===== src/rtl/pipe_pkg.sv =====
// Shared pipeline definitions: stage-register state encoding and the bubble payload.
package pipe_pkg;

  typedef enum logic [1:0] {
    EMPTY = 2'd0,
    ONE   = 2'd1,
    TWO   = 2'd2
  } state_e;

  localparam int unsigned STAGE_W = 32;

  // NOP instruction used as the bubble between stages
  localparam logic [STAGE_W-1:0] NOP_BUBBLE = 32'h0;

endpackage


===== src/rtl/sat_counter.sv =====
// Saturating up-counter; holds at all-ones. Cleared only by async clr.
module sat_counter #(
  parameter int unsigned W = 32
) (
  input  logic         clk,
  input  logic         clr,
  input  logic         inc,
  output logic [W-1:0] count
);

  always_ff @(posedge clk or posedge clr) begin
    if (clr) begin
      count <= '0;
    end else if (inc && (count != {W{1'b1}})) begin
      count <= count + W'(1);
    end
  end

endmodule


===== src/rtl/pipe_stage_reg.sv =====
// Pipeline stage register with valid/ready handshake, optional skid entry,
// synchronous flush and a saturating stall counter.
module pipe_stage_reg
  import pipe_pkg::*;
#(
  parameter int unsigned          WIDTH     = 32,
  parameter bit                   SKID      = 1'b1,
  parameter logic [WIDTH-1:0]     FLUSH_VAL = WIDTH'(NOP_BUBBLE),
  parameter int unsigned          STALL_W   = 32
) (
  input  logic               clk,
  input  logic               clr,
  input  logic               in_valid,
  output logic               in_ready,
  input  logic [WIDTH-1:0]   in_data,
  output logic               out_valid,
  input  logic               out_ready,
  output logic [WIDTH-1:0]   out_data,
  input  logic               flush,
  output logic [1:0]         occupancy,
  output logic [STALL_W-1:0] stall_count
);

  state_e           r_state;
  state_e           w_state_nxt;
  logic [WIDTH-1:0] r_main;
  logic [WIDTH-1:0] r_skid;
  logic [WIDTH-1:0] w_main_nxt;
  logic [WIDTH-1:0] w_skid_nxt;
  logic             w_in_ready;
  logic             w_out_valid;
  logic             w_push;
  logic             w_pop;

  assign w_out_valid = (r_state != EMPTY);

  // With a skid entry, ready depends on state only; without, it looks through to out_ready
  generate
    if (SKID) begin : g_skid
      assign w_in_ready = (r_state != TWO);
    end else begin : g_single
      assign w_in_ready = !w_out_valid || out_ready;
    end
  endgenerate

  assign w_push = in_valid && w_in_ready;
  assign w_pop  = w_out_valid && out_ready;

  always_ff @(posedge clk or posedge clr) begin
    if (clr) begin
      r_state <= EMPTY;
      r_main  <= FLUSH_VAL;
      r_skid  <= FLUSH_VAL;
    end else begin
      r_state <= w_state_nxt;
      r_main  <= w_main_nxt;
      r_skid  <= w_skid_nxt;
    end
  end

  always_comb begin
    w_state_nxt = r_state;
    w_main_nxt  = r_main;
    w_skid_nxt  = r_skid;
    if (flush) begin
      w_state_nxt = EMPTY;
      w_main_nxt  = FLUSH_VAL;
      w_skid_nxt  = FLUSH_VAL;
    end else begin
      case (r_state)
        EMPTY: begin
          if (w_push) begin
            w_state_nxt = ONE;
            w_main_nxt  = in_data;
          end
        end
        ONE: begin
          if (w_push && !w_pop) begin
            if (SKID) begin
              w_state_nxt = TWO;
              w_skid_nxt  = in_data;
            end
          end else if (w_pop && !w_push) begin
            w_state_nxt = EMPTY;
          end else if (w_pop && w_push) begin
            w_main_nxt = in_data;
          end
        end
        TWO: begin
          if (w_pop) begin
            w_state_nxt = ONE;
            w_main_nxt  = r_skid;
          end
        end
        default: w_state_nxt = EMPTY;
      endcase
    end
  end

  sat_counter #(.W(STALL_W)) u_stall_cnt (
    .clk   (clk),
    .clr   (clr),
    .inc   (w_out_valid && !out_ready),
    .count (stall_count)
  );

  assign in_ready  = w_in_ready;
  assign out_valid = w_out_valid;
  assign out_data  = r_main;
  assign occupancy = 2'(r_state);

endmodule


===== config.mk =====
export PLATFORM = sky130hd
export DESIGN_NAME = pipe_stage_reg
export DESIGN_NICKNAME = d
export VERILOG_FILES = /design/src/rtl/pipe_pkg.sv /design/src/rtl/sat_counter.sv /design/src/rtl/pipe_stage_reg.sv
export SDC_FILE = /design/constraint.sdc
export NUM_CORES = 1
export LEC_CHECK = 0
export BUFFER_PORTS_ARGS = -buffer_cell sky130_fd_sc_hd__buf_2
export CAP_MARGIN = 40
export CORE_ASPECT_RATIO = 1.1
export CORE_MARGIN = 5
export CORE_UTILIZATION = 35
export CTS_BUF_LIST = sky130_fd_sc_hd__clkbuf_4 sky130_fd_sc_hd__clkbuf_8 sky130_fd_sc_hd__clkbuf_16
export DETAILED_ROUTE_END_ITERATION = 6
export PLACE_DENSITY_LB_ADDON = 0.1
export SETUP_SLACK_MARGIN = 0.3
export SYNTH_ARGS = -nofsm -noshare
export SYNTH_HDL_FRONTEND = slang
export SYNTH_HIERARCHICAL = 1
export SYNTH_SLANG_ARGS = --single-unit

===== constraint.sdc =====
create_clock -name clk -period 4.35 [get_ports clk]
set_input_delay 0.435 -clock clk [delete_from_list [all_inputs] [get_ports clk]]
set_output_delay 0.435 -clock clk [all_outputs]
set_load 0.05 [all_outputs]

==> results of run 1 <==
-- layer usage --
metal	up-vias	wire [um]	global-route usage, %
met5	-	0	0
met4	0	192	5.98
met3	10	535	3.03
met2	92	6150	25.7
met1	1785	5820	21.6
li1	1674	-	-
-- stage by stage --
step / power, mW / instance area (sq um)
floorplan: 1.37 / 4800
global placement: 1.49 / 5430
detailed placement: 1.51 / 5500
CTS: 2.39 / 5820
global route: 2.45 / 5820
finish: 2.35 / 5820
-- Yosys cell counts, types with 8 or more instances --
| library cell | instances | area [sq um] |
|---|---|---|
| a22o_1 | 32 | 280 |
| and3_1 | 10 | 62.6 |
| buf_4 | 8 | 60.1 |
| clkbuf_1 | 18 | 67.6 |
| dfrtp_1 | 98 | 2450 |
| mux2i_1 | 33 | 330 |
| nand2_1 | 9 | 33.8 |
| nand3_1 | 22 | 110 |
| nand4_1 | 10 | 62.6 |
| o2111ai_1 | 32 | 280 |
| o31ai_2 | 30 | 375 |
| xnor2_1 | 26 | 228 |
-- critical path: cells and delay by family, from the launching register on --
| kind | cells | cell delay, ns |
|---|---|---|
| AO/OA/AOI/OAI | 1 | 0.54 |
| XOR/XNOR | 1 | 0.19 |
| flip-flops | 1 | 0.44 |
| AND/OR/NAND/NOR | 5 | 1.36 |
-- cells by family after synthesis --
kind of cell | share of synthesized area, %
AOI/OAI and AO/OA | 22.7
xor gates and xnor gates | 5.11
DFF | 51.1
muxes | 7.12
adders and majority gates | 0.261
and+or+nand+nor | 9.31
buffers and inverters | 4.38
-- worst min path at each step --
stage / endpoint / slack, ns / cells past startpoint
finish: u_stall_cnt/count[24] / 0.12 / 2
global route: u_stall_cnt/count[24] / 0.16 / 2
CTS: u_stall_cnt/count[3] / 0.12 / 2
detailed placement: r_skid[1] / 0.48 / 1
global placement: u_stall_cnt/count[10] / 0.48 / 1
floorplan: r_skid[0] / 0.47 / 1
-- state kept, by name, summed over array words and instances, names as in the netlist --
name,flops
occupancy,2
out_data,32
r_skid,32
u_stall_cnt/count,32
-- final cells by class --
type                    instances  area share, %
flip-flops and latches         98           42.1
well taps                     184           3.96
multi-input cells             247           37.0
clock inverters                 5           1.33
inverters                       5          0.322
repair buffers                114           11.0
clock buffers                  11           4.23
-- power groups by stage --
stage / sequential (mW) / clock (mW) / combinational (mW)
final: 1.02 / 0.870 / 0.460
after global routing: 1.03 / 0.928 / 0.495
after CTS: 1.02 / 0.899 / 0.468
after detailed placement: 1.04 / 0 / 0.468
after floorplan: 1.20 / 0 / 0.170
after global placement: 1.04 / 0 / 0.453
-- cells in the final DEF, fill, tap and decap left out, types with 2 or more instances in the layout --
cell type  instances
nand3_1           22
o31ai_1            2
a31oi_1            2
inv_1              3
a22o_1            32
clkbuf_16          9
and3_1            10
nor3_1             2
nand2b_2           2
inv_2              2
mux2i_1           33
bufinv_16          2
o2111ai_1         32
dfrtp_1           98
xnor2_1           26
buf_16             2
o21a_1             2
o31ai_2           30
clkinv_2           2
xor2_1             2
nand2_1            9
nand4_1           10
a41oi_1            2
nor2_1             4
buf_4              7
buf_2            104
a21oi_1            4
==> impl_metrics.tcl, run 1 <==
set metrics [dict create \
    required_ns 4.58 \
    min_path_type "in2async" \
    grt_overflow 0 \
    synth_cell_types 45 \
    clk_latency_ns 0.35 \
    reg2reg_from "occupancy[1]" \
    final_cells 664 \
    cp_data_arrival_time_ns 2.87 \
    fp.dieArea_sq_um 16100 \
    multi_input_area_sq_um 2150 \
    max_freq_ghz 0.379 \
    pwr_density_cell_nw_per_um2 404 \
    syn_inst 385 \
    synth_edf_count 0 \
    relSlewSlack_pct 42.7 \
    cts_hold_buf 0 \
    cts_tree "done" \
    cap_violations 0 \
    wl_per_cell_um 19.1 \
    report.final.slew_viol_count 0 \
    cts_resized 0 \
    grt_max_degree 38 \
    grt_setup_unrepaired "false" \
    drt_iter0_markers 183 \
    min_period_ns 2.64 \
    cts_buffer_depth 2 \
    fillers 1312 \
    syn_nets 423 \
    combPwrFrac_pct 19.6 \
    grt_pass1_vias 3628 \
    hold_viol 0 \
    ys_ff_latch 98 \
    drt-vias-per-instance 5.36 \
    track_usage_pct 16.1 \
    antenna_found_initial 0 \
    nNetsFinal 513 \
    outcome "completed" \
    ant_nets 0 \
    pwr-share-seq_pct 43.4 \
    layout_setup_ws_ns 1.71 \
    internal_power_mw 1.62 \
    worstPathMaxFanout 10 \
    async_reset_ff_share_pct 100 \
    numClockSinks 98 \
    netlist_area_sq_um 4800 \
    setup_viol 0 \
    num_vias 3561 \
    drt_wl_total_um 12700 \
    grt_pass1_wl_um 20300 \
    fin_hold_ws_ns 0.120 \
    diodes 0 \
    leakagePower_nw 2.90 \
    critPathCapture "u_stall_cnt/count[31]" \
    final.setup_skew_ns 0.00679 \
    max_stage_delay_ns 0.54 \
    place.gp.congestion 0.780 \
    core_area_sq_um 13300 \
    start_util_pct 36.0 \
    final_core_util_pct 43.7 \
    route.detailed.drc 0 \
    cts_setup_buffers 0 \
    ioPinCount 105 \
    clkPwrFrac_pct 37.0 \
    dieHeight_um 133 \
    die_x_um 122 \
    endpoint_kind "register" \
    rrSetupSlack_ns 1.71 \
    finalSetupTns_ns 0 \
    yosysWarnings 6 \
    path_class "reg2reg" \
    cts_buffers 9 \
    path_clk_slew_ns 0.07 \
    seqCellArea_sq_um 2450 \
    htreeDepth 3 \
    reg2reg_depth 7 \
    max-vdd-ir-drop_uv 156 \
    power.switching_mw 0.731 \
    hpwl_um 8450 \
    port_buffers 104 \
    root_buffer "clkbuf_16" \
    synthFlopType "dfrtp_1" \
    start_kind "register" \
    std_cell_rows 44 \
    ys_seq_area_share_pct 51.1 \
    fin_crit_sh_pct 60.7 \
    rr_endpoint "u_stall_cnt/count[31]" \
    dp.cells 648 \
    area.growth.synth_to_final_pct 21.4 \
    syn_avg_cell_area_sq_um 12.5 \
    place_ws_ns 1.70 \
    cpMaxStageDelayCell "a311oi_4" \
    firstDrtPassIters 4 \
    crit_chain "or2_2 -> nor2b_1 -> nand3_1 -> or4_4 -> a311oi_4 -> nand4_1 -> xnor2_1" \
    switching_share_pct 31.1 \
    timing.critical_path.from "occupancy[1]" \
    tightest_slew_ns 0.852 \
    layout-drive-gt1-share_pct 36.7 \
]
Note: power is estimated with default switching activity, not from simulation.
==> run 2: changes to the inputs <==
==> constraint.sdc (replaced) <==
create_clock -name clk -period 2.5 [get_ports clk]
set_input_delay 0.25 -clock clk [delete_from_list [all_inputs] [get_ports clk]]
set_output_delay 0.25 -clock clk [all_outputs]
set_load 0.05 [all_outputs]
==> impl_metrics.tcl, run 2 (synthesis gave the netlist of run 1 again) <==
set metrics [dict create \
    tightest_slew_ns 0.627 \
    finalSetupTns_ns 0 \
    rrSetupSlack_ns 0.47 \
    ant_nets 0 \
    dieHeight_um 133 \
    place.gp.congestion 0.738 \
    layout_common_cells "104 x buf_2, 89 x dfrtp_1, 33 x mux2i_1, 32 x o2111ai_1, 32 x a22o_1" \
    min_period_ns 2.03 \
    hpwl_um 8350 \
    wl_per_cell_um 18.4 \
    cap_violations 0 \
    pwr_density_cell_nw_per_um2 685 \
    grt_pass1_wl_um 20700 \
    relSlewSlack_pct 58.1 \
    max-vdd-ir-drop_uv 338 \
    start_util_pct 36.0 \
    max_freq_ghz 0.493 \
    leakagePower_nw 2.93 \
    min_path_type "in2async" \
    htreeDepth 3 \
    drt_wl_total_um 12400 \
    grt_max_degree 33 \
    fin_hold_ws_ns -0.00575 \
    cts_hold_buf 0 \
    design_area_sq_um 5880 \
    place_area_sq_um 5520 \
    crit_chain "or2_4 -> nor2b_4 -> buf_6 -> nand2_1 -> or3_4 -> a2111oi_4 -> buf_4 -> nand4_1 -> xnor2_1" \
    cts_buffer_depth 2 \
    port_buffers 104 \
    grt_overflow 0 \
    numClockSinks 98 \
    fp.dieArea_sq_um 16100 \
    cts_tree "done" \
    cp_data_arrival_time_ns 2.26 \
    layout-drive-gt1-share_pct 40.6 \
    worstPathMaxFanout 7 \
    antenna_found_initial 1 \
    nNetsFinal 523 \
    grt_setup_unrepaired "false" \
    ioPinCount 105 \
    drt_iter0_markers 158 \
    setup_viol 0 \
    num_vias 3592 \
    diodes 0 \
    fillers 1287 \
    critical_path.top_delay_family "simple AND/OR/NAND/NOR gates" \
    die_x_um 122 \
    grt_pass1_vias 3823 \
    path_class "reg2reg" \
    area.growth.synth_to_final_pct 22.6 \
    fin_crit_sh_pct 81.2 \
    root_buffer "clkbuf_16" \
    track_usage_pct 16.0 \
    path_clk_slew_ns 0.06 \
    cpMaxStageDelayCell "dfrtp_2" \
    grt_most_used_layer "met2" \
    cts_buffers 9 \
    core_area_sq_um 13300 \
    final_common_cell "buf_2" \
    max_stage_delay_ns 0.36 \
    endpoint_kind "register" \
    grt_use_met1_pct 20.6 \
    outcome "finished, violations left" \
    drt-vias-per-instance 5.33 \
    violations "hold timing" \
    dp.cells 653 \
    report.final.slew_viol_count 0 \
    required_ns 2.73 \
    firstDrtPassIters 4 \
    route.detailed.drc 0 \
    start_kind "register" \
    gr-usage-met3_pct 3.46 \
    final_cells 674 \
    met2_usage_pct 26.5 \
    hold_viol 6 \
    final.setup_skew_ns 0.00647 \
    path_buf_inv 2 \
    clk_latency_ns 0.35 \
    std_cell_rows 44 \
]
run 2: changes by cell type in the layout (fill, tap and decap cells not counted), sizes merged:
cell / before / now
clkbuf: 11 / 14
bufinv: 2 / 1
clkinv: 2 / 1
clkinvlp: 1 / 0
buf: 114 / 124
run 2: per-stage QoR:
step                      power [mW]  setup slack [ns]  utilization [%]
after global routing            4.21             0.345             44.1
after floorplan                 2.39            0.0234                -
after detailed placement        2.62             0.270             41.4
after global placement          2.61             0.299             41.4
final                           4.02             0.470             44.1
after CTS                       4.09             0.360             44.1
run 2: final cells by class:
| type | instances | area, sq um | area share [%] |
|---|---|---|---|
| clock buffers | 14 | 275 | 4.68 |
| inverters | 5 | 18.8 | 0.319 |
| repair buffers | 124 | 687 | 11.7 |
| well taps | 184 | 230 | 3.92 |
| clock inverters | 2 | 35.0 | 0.596 |
| multi-input cells | 247 | 2170 | 36.9 |
| flip-flops and latches | 98 | 2460 | 41.9 |
run 2: worst paths after layout:
kind,start,endpoint,depth (start not counted)
setup / recovery,occupancy[0],u_stall_cnt/count[26],9
hold / removal,clr,out_data[3],2
setup reg to reg,occupancy[0],u_stall_cnt/count[26],9
hold reg to reg,u_stall_cnt/count[10],u_stall_cnt/count[10],1
max in group asynchronous,clr,out_data[10],3
min in group clk,in_data[19],r_skid[19],2
run 2: power by group:
part           switching, mW  internal [mW]
Combinational          0.580          0.222
Sequential            0.0935           1.68
Clock                  0.582          0.863
Total                   1.26           2.77
run 2: repair_timing:
item / 4_1_cts / 5_1_grt
resized for setup: 1 / 2
setup buffers: 5 / 0
pin swaps: 2 / 1
endpoints found under the setup margin: 10 / 6
run 2: per-layer routing:
layer,vias to the layer above,routed length [um],share of wire (%)
met1,1808,5500,44
met2,73,6090,49
met3,15,532,4.3
met4,2,229,1.8
li1,1694,-,-
met5,-,20,0.16
